$ cat src/rtl/stripes_transposer_stream_if.sv
// stripes_transposer_stream_if: brick-in / bit-plane-out handshake bundle
interface stripes_transposer_stream_if #(
    parameter int WL       = 16,
    parameter int WORDS    = 16,
    parameter int SEL_BITS = 4
);
    logic                   i_valid;
    logic                   o_ready;
    logic [WL*WORDS-1:0]    i_data;
    logic [SEL_BITS:0]      i_prec;
    logic                   o_valid;
    logic                   i_ready;
    logic [WORDS-1:0]       o_stream;
    logic [SEL_BITS-1:0]    o_bit_idx;
    logic                   o_last;

    modport slave (
        input  i_valid, i_data, i_prec, i_ready,
        output o_ready, o_valid, o_stream, o_bit_idx, o_last
    );

    modport master (
        output i_valid, i_data, i_prec, i_ready,
        input  o_ready, o_valid, o_stream, o_bit_idx, o_last
    );
endinterface

$ cat src/rtl/stripes_transposer_stream.sv
// stripes_transposer_stream: double-buffered brick to bit-plane serialiser
module stripes_transposer_stream #(
    parameter int WL        = 16,
    parameter int WORDS     = 16,
    parameter int SEL_BITS  = 4,
    parameter bit MSB_FIRST = 0
) (
    input logic clk,
    input logic rst,
    stripes_transposer_stream_if.slave stream_io
);
    localparam int PW = SEL_BITS + 1;
    localparam logic [PW-1:0] WLP = PW'(WL);

    logic [WL*WORDS-1:0] h_q, h_d, s_q, s_d;
    logic [PW-1:0]       hp_q, hp_d, sp_q, sp_d;
    logic [SEL_BITS-1:0] cnt_q, cnt_d;
    logic                h_full_q, h_full_d, s_busy_q, s_busy_d;
    logic                accept, adv, last, xfer;
    logic [PW-1:0]       clamp, pm1;
    logic [SEL_BITS-1:0] idx;

    assign stream_io.o_ready = !h_full_q && !rst;
    assign accept = stream_io.i_valid && stream_io.o_ready;
    assign adv    = s_busy_q && stream_io.i_ready;
    assign pm1    = sp_q - 1'b1;
    assign last   = s_busy_q && ({1'b0, cnt_q} == pm1);
    assign xfer   = h_full_q && (!s_busy_q || (adv && last));
    assign clamp  = (stream_io.i_prec == '0 || stream_io.i_prec > WLP) ? WLP : stream_io.i_prec;
    assign idx    = MSB_FIRST ? SEL_BITS'(pm1 - {1'b0, cnt_q}) : cnt_q;

    assign stream_io.o_valid   = s_busy_q;
    assign stream_io.o_last    = last;
    assign stream_io.o_bit_idx = s_busy_q ? idx : '0;

    for (genvar j = 0; j < WORDS; j++) begin : g_plane
        logic [WL-1:0] w;
        assign w = s_q[j*WL +: WL];
        assign stream_io.o_stream[j] = s_busy_q && w[idx];
    end

    // next state: a transfer refills S and overrides both the count step and the end-of-brick clear
    always_comb begin
        h_d      = accept ? stream_io.i_data : h_q;
        hp_d     = accept ? clamp : hp_q;
        h_full_d = xfer ? 1'b0 : (accept ? 1'b1 : h_full_q);
        s_d      = xfer ? h_q : s_q;
        sp_d     = xfer ? hp_q : sp_q;
        cnt_d    = (xfer || (adv && last)) ? '0 : (adv ? cnt_q + 1'b1 : cnt_q);
        s_busy_d = xfer ? 1'b1 : ((adv && last) ? 1'b0 : s_busy_q);
    end

    // control state with synchronous reset
    always_ff @(posedge clk) begin
        if (rst) begin
            h_full_q <= 1'b0;
            s_busy_q <= 1'b0;
            cnt_q    <= '0;
        end else begin
            h_full_q <= h_full_d;
            s_busy_q <= s_busy_d;
            cnt_q    <= cnt_d;
        end
    end

    // bank data and precisions need no reset; they are qualified by h_full/s_busy
    always_ff @(posedge clk) begin
        h_q  <= h_d;
        hp_q <= hp_d;
        s_q  <= s_d;
        sp_q <= sp_d;
    end
endmodule
$ cat src/flat_wrapper.sv
// flat-port wrapper written by rule: the top's interface ports become plain ports
module stripes_transposer_stream_flat 
#(
    parameter int WL        = 16,
    parameter int WORDS     = 16,
    parameter int SEL_BITS  = 4,
    parameter bit MSB_FIRST = 0
)
  (clk, rst, stream_io_i_valid, stream_io_i_data, stream_io_i_prec, stream_io_i_ready, stream_io_o_ready, stream_io_o_valid, stream_io_o_stream, stream_io_o_bit_idx, stream_io_o_last);
  stripes_transposer_stream_if #(.WL(WL), .WORDS(WORDS), .SEL_BITS(SEL_BITS)) stream_io_i ();
  input logic clk;
  input logic rst;
  input wire logic [$bits(stream_io_i.i_valid)-1:0] stream_io_i_valid;
  input wire logic [$bits(stream_io_i.i_data)-1:0] stream_io_i_data;
  input wire logic [$bits(stream_io_i.i_prec)-1:0] stream_io_i_prec;
  input wire logic [$bits(stream_io_i.i_ready)-1:0] stream_io_i_ready;
  output wire logic [$bits(stream_io_i.o_ready)-1:0] stream_io_o_ready;
  output wire logic [$bits(stream_io_i.o_valid)-1:0] stream_io_o_valid;
  output wire logic [$bits(stream_io_i.o_stream)-1:0] stream_io_o_stream;
  output wire logic [$bits(stream_io_i.o_bit_idx)-1:0] stream_io_o_bit_idx;
  output wire logic [$bits(stream_io_i.o_last)-1:0] stream_io_o_last;
  assign stream_io_i.i_valid = stream_io_i_valid;
  assign stream_io_i.i_data = stream_io_i_data;
  assign stream_io_i.i_prec = stream_io_i_prec;
  assign stream_io_i.i_ready = stream_io_i_ready;
  assign stream_io_o_ready = stream_io_i.o_ready;
  assign stream_io_o_valid = stream_io_i.o_valid;
  assign stream_io_o_stream = stream_io_i.o_stream;
  assign stream_io_o_bit_idx = stream_io_i.o_bit_idx;
  assign stream_io_o_last = stream_io_i.o_last;
  stripes_transposer_stream #(.WL(WL), .WORDS(WORDS), .SEL_BITS(SEL_BITS), .MSB_FIRST(MSB_FIRST)) u_core (.clk(clk), .rst(rst), .stream_io(stream_io_i));
endmodule
$ cat config.mk
export PLATFORM = sky130hd
export DESIGN_NAME = stripes_transposer_stream_flat
export DESIGN_NICKNAME = d
export VERILOG_FILES = /design/src/rtl/stripes_transposer_stream_if.sv /design/src/rtl/stripes_transposer_stream.sv /design/src/flat_wrapper.sv
export SDC_FILE = /design/constraint.sdc
export NUM_CORES = 1
export LEC_CHECK = 0
export CAP_MARGIN = 10
export CORE_ASPECT_RATIO = 2
export CORE_MARGIN = 8
export CORE_UTILIZATION = 55
export CTS_BUF_LIST = sky130_fd_sc_hd__clkbuf_4 sky130_fd_sc_hd__clkbuf_8
export CTS_CLUSTER_SIZE = 16
export DETAILED_ROUTE_END_ITERATION = 6
export GPL_TIMING_DRIVEN = 0
export MAX_ROUTING_LAYER = met4
export PLACE_DENSITY = 0.84
export REMOVE_ABC_BUFFERS = 1
export SYNTH_ARGS = -nofsm -noshare
export SYNTH_HDL_FRONTEND = slang
export SYNTH_SLANG_ARGS = --single-unit
$ cat constraint.sdc
create_clock -name clk -period 18.8 [get_ports clk]
set_clock_uncertainty 0.15 [all_clocks]
set_input_delay 2.82 -clock clk [delete_from_list [all_inputs] [get_ports clk]]
set_output_delay 2.82 -clock clk [all_outputs]
set_load 0.02 [all_outputs]
-- After elaboration in Yosys (flattened, before gate mapping)
Cells that the tools add are included.
- add/sub/neg operators: 2
- multiply operators: 0
- div/mod/pow operators: 0
- magnitude comparators: 2
- equal/unequal tests: 1
- shift-type cells: 0
- mux-type cells: 35
- bitwise operators: 0
- reduce and logical (&&, ||, !) cells: 32
- operators by type and width (operator ; number):
    1-bit binary-select mux with 4-bit select ; 16
    1-bit logical AND ; 22
    1-bit two-way mux ; 18
    4-bit by 5-bit equality test with 1-bit output ; 1
    5-bit > comparator, second input constant ; 1
    5-bit logical NOT ; 1
    4-bit by 5-bit less-than comparator with 1-bit output, second input constant ; 1
    5-bit by 1-bit subtractor with 5-bit output, second input constant ; 1
    4-bit by 1-bit adder with 4-bit output, second input constant ; 1
    4-bit two-way mux ; 1
    2-bit OR reduction ; 2
    1-bit logical NOT ; 3
    1-bit logical OR ; 3
    2-bit nonzero test ; 1
- flip-flop bits (word level): 528
- latch bits: 0
- memory bits (writable): 0
- ROM bits: 0
- output and inout bits: 23
- memories: 0

-- Longest topological paths before layout
- depth after elaboration: 8
- mapped depth: 8
- gate-level depth less buffers: 7

-- Least setup slack after synthesis
OpenSTA, ideal clock, no wires.
- path kind: in2reg
- from: input port stream_io_i_ready
- to: register u_core.s_q[0], enable pin
- arrival time: 8.973 ns
- data required time: 17.993 ns
- setup slack: 9.020 ns
- cell stages on the path: 3
- path buffers: 0
- path through: inv_1 > o21ai_1 > and2_1
- cells in the longest elaborated chain, start to end: 4
- ends and longest elaborated chain (what ; line ; text):
    start, declared ; flat_wrapper.sv:16 ; input wire logic [$bits(stream_io_i.i_ready)-1:0] stream_io_i_ready;
    1-bit logical AND ; stripes_transposer_stream.sv:25 ; assign adv = s_busy_q && stream_io.i_ready;
    1-bit logical AND ; stripes_transposer_stream.sv:28 ; assign xfer = h_full_q && (!s_busy_q || (adv && last));
    1-bit logical OR ; stripes_transposer_stream.sv:28 ;
    1-bit logical AND ; stripes_transposer_stream.sv:28 ;
    end signal, assigned ; stripes_transposer_stream.sv:70 ; s_q <= s_d;
    end, declared ; stripes_transposer_stream.sv:15 ; logic [WL*WORDS-1:0] h_q, h_d, s_q, s_d;
Every way passes these cells.
A chain may end at the register's enable or synchronous reset.

-- Final worst setup path
- from: input port rst
- to: output port stream_io_o_ready
- cells in the longest elaborated chain, start to end: 2
- ends and longest elaborated chain (what ; line ; text):
    start, declared ; flat_wrapper.sv:12 ; input logic rst;
    1-bit logical NOT ; stripes_transposer_stream.sv:23 ; assign stream_io.o_ready = !h_full_q && !rst;
    1-bit logical AND ; stripes_transposer_stream.sv:23 ;
    end, declared ; flat_wrapper.sv:17 ; output wire logic [$bits(stream_io_i.o_ready)-1:0] stream_io_o_ready;
Every way passes these cells.

==> flow_summary_export.csv <==
group,metric,value,unit
critical_path,crit_path_start_kind,"primary input",
die,fp.dieW,145,microns
route,wl_per_cell,23.2,microns
clock_network,cts.repair.resized,0,
route,drt-initial-drc-count,856,
route,vias_per_cell,5.46,
cells_and_area,area_growth,26.9,%
critical_path,worstPathRequired,15830,ps
die,die_y,275,microns
critical_path,r2r_start,"u_core.cnt_q[2]$_SDFFE_PP0P_",
sta,setup_viol,0,
route,routed_wl,38.1,mm
hold_path,holdCritStartpoint,"u_core.h_q[183]$_DFFE_PP_",
critical_path,crit_family,"buffers and inverters",
synth,ys_warn_count,0,
placement,dpl.hpwl,25.4,mm
synth,ys_types,41,
power,power,2.40,mW
clock_network,clockBufferDepth,3,
synth,synth_area_leaders,"edfxtp_1, mux4_2, mux2i_1, dfxtp_1, nand2_1",
critical_path,critPathSlowestCell,"clkdlybuf4s50_1",
sta,whs,258,ps
placement,place_congestion,0.805,
synth,synthAdderAreaFrac,0.00136,
hold_path,min_path_type,"reg -> reg",
power,p_comb_frac,0.057,
clock_network,cts-root-buf,"clkbuf_8",
synth,synth-simple-area-share,0.0184,
critical_path,cpMostUsedCell,"clkdlybuf4s50_1",
route,drt-pass1-iter-count,7,
power,irDropWorstVdd,0.0695,mV
synth,ys_seq_area_frac,0.858,
clock_network,cts.clk_slew.worst_paths,70,ps
sta,fin_crit_sh,0.377,
critical_path,worstSetupStartpoint,"rst",
cells_and_area,layout.nets,1415,
synth,syn_inst,805,
power,leakagePower,7.56,nW
critical_path,setup.worst_path.class,"in -> out",
sta,worstMarginPinSlew,883,ps
die,dieArea,0.0399,sq mm
placement,port_buffers,287,
sta,rsz0062_at_grt,"no",
clock_network,cts_tree,"done",
cells_and_area,instances_no_fill,1639,
synth,synth_top_family_by_area,"multiplexers",
placement,placed_cells,1510,
grt,overflow,0,
synth,yosys.area.top_type,"edfxtp_1",
synth,synthXorXnorAreaFrac,0.00238,
clock_network,holdBufCountCts,0,
synth,ys_ff_latch,528,
route,drc,0,
critical_path,critical_path.cell_chain,"clkdlybuf4s50_1 > nor2_1 > clkdlybuf4s50_1",
synth,ys.flop_type,"edfxtp_1",
grt,grt_pass1_wl,56.8,mm
critical_path,critical_path_arrival,4130,ps
route,ant_nets,0,
sta,hold_violations,0,
synth,synth_top_cells_by_count,"edfxtp_1, mux4_2, mux2i_1",
die,core_area,0.0333,sq mm
synth,synth_top_area_frac,0.851,
sta,max_freq,141,MHz
sta,finalMaxSlewViolations,0,
cells_and_area,nFillCells,1981,
clock_network,clock_sinks,528,
synth,synthArstFlopShare,0,
cells_and_area,drive_above_1_share,0.150,
synth,syn-cell-area,0.0184,sq mm
power,power.density,103,mW/mm^2
power,switching_share,0.198,
grt,grt_util_all_layers,0.197,
sta,period_needed,7100,ps
synth,yosysMostFrequentCell,"edfxtp_1",
synth,synth-compound-area-share,0.0275,
power,switchingPower,0.474,mW
sta,fin_setup_tns,0,ps
grt,antenna_found_initial,4,
sta,relSlewSlack,0.412,
clock_network,h-tree-depth,3,
critical_path,crit_path_max_fanout,4,
synth,syn-mean-instance-area,22.9,sq um
power,pwr-share-seq,0.574,
route,vias,8948,
grt,grt_max_degree,150,
outcome,status,"completed",
run,maxCapViolations,0,
clock_network,post-cts-setup-buffers,0,
cells_and_area,utilization,0.702,
die,initial_core_util,0.553,
synth,muxShareOfSynthArea,0.0799,
clock_network,clk_latency,620,ps
critical_path,end_kind,"primary output",
power,clkPwrFrac,0.369,
critical_path,crit_buf_inv,2,
die,ioPinCount,288,
clock_network,numCtsBuffers,72,
grt,grt_pass1_vias,9789,
critical_path,max_stage_delay,630,ps
die,rows,95,
power,cellInternalPower,1.92,mW
synth,synth_edf_count,522,
placed cells by master (no fill, tap or decap), drive strengths merged:
| cell type | netlist | layout |
|---|---|---|
| a21o | 1 | 1 |
| a21oi | 15 | 15 |
| a221o | 6 | 6 |
| a22o | 9 | 9 |
| a22oi | 6 | 6 |
| a32oi | 4 | 4 |
| and2 | 6 | 6 |
| and3 | 6 | 6 |
| buf | 23 | 10 |
| bufinv | 0 | 5 |
| clkbuf | 5 | 99 |
| clkdlybuf4s50 | 0 | 287 |
| clkinv | 0 | 19 |
| clkinvlp | 0 | 1 |
| dfxtp | 6 | 6 |
| diode | 0 | 4 |
| edfxtp | 522 | 522 |
| ha | 2 | 2 |
| inv | 8 | 9 |
| mux2 | 13 | 13 |
| mux2i | 40 | 40 |
| mux4 | 41 | 41 |
| nand2 | 29 | 29 |
| nand2b | 1 | 1 |
| nand3 | 2 | 2 |
| nand3b | 1 | 1 |
| nand4 | 1 | 1 |
| nand4b | 1 | 1 |
| nor2 | 11 | 11 |
| nor2b | 7 | 7 |
| nor3 | 3 | 3 |
| nor3b | 1 | 1 |
| nor4b | 1 | 1 |
| o211ai | 13 | 13 |
| o21ai | 13 | 13 |
| o311ai | 1 | 1 |
| o41ai | 2 | 2 |
| xnor2 | 3 | 3 |
| xor2 | 2 | 2 |
cell families (layout without fill, tap and decap cells):
group	Yosys count	in the layout
compound gates	70	70
simple gates	70	70
xor+xnor	5	5
flops	528	528
mux	94	94
buf+inv	36	430
other cells	0	4
fa+ha+maj	2	2
layer usage:
layer / routed length, microns / vias up / track usage / share of wire
met5: 0 / - / - / 0
met4: 1000 / 0 / 0.0810 / 0.026
met3: 3020 / 69 / 0.0479 / 0.079
met2: 18800 / 464 / 0.314 / 0.49
met1: 15300 / 4429 / 0.240 / 0.40
li1: - / 3986 / - / -
sequential cells by signal (all words and copies together), names as in the netlist:
signal                    flops
u_core.stream_io.o_valid      1
u_core.h_full_q               1
u_core.sp_q                   5
u_core.hp_q                   5
u_core.h_q                  256
u_core.s_q                  256
u_core.cnt_q                  4
power by group through the flow:
stage	clock [mW]	combinational, mW	sequential, mW
floorplan	0	0.0511	1.41
global placement	0	0.125	1.42
detailed placement	0	0.138	1.40
CTS	0.911	0.139	1.38
global route	0.954	0.146	1.38
finish	0.885	0.136	1.38
final timing paths:
path	to	slack, ps	cells past startpoint
hold reg to reg	u_core.s_q[183]$_DFFE_PP_	260	0
setup reg to reg	u_core.s_q[145]$_DFFE_PP_	14820	8
setup / recovery	stream_io_o_ready	11700	3
hold / removal	u_core.s_q[183]$_DFFE_PP_	260	0
stage by stage:
| stage | worst slack [ps] | area [sq um] |
|---|---|---|
| detailed placement | 11720 | 21900 |
| global route | 11640 | 23400 |
| CTS | 11700 | 23400 |
| floorplan | 8020 | 18200 |
| finish | 11700 | 23400 |
| global placement | 4530 | 21600 |
layout make-up:
cell class / instances / area [sq um] / area share
tap: 436 / 546 / 0.0233
multi-input combinational: 241 / 2390 / 0.102
clock buffer: 99 / 1220 / 0.0522
sequential: 528 / 15800 / 0.676
timing repair buffer: 297 / 3120 / 0.133
clock inverter: 26 / 245 / 0.0105
antenna: 4 / 10.0 / 0.000428
inverter: 8 / 37.5 / 0.00161
Note: power is estimated with default switching activity, not from simulation.
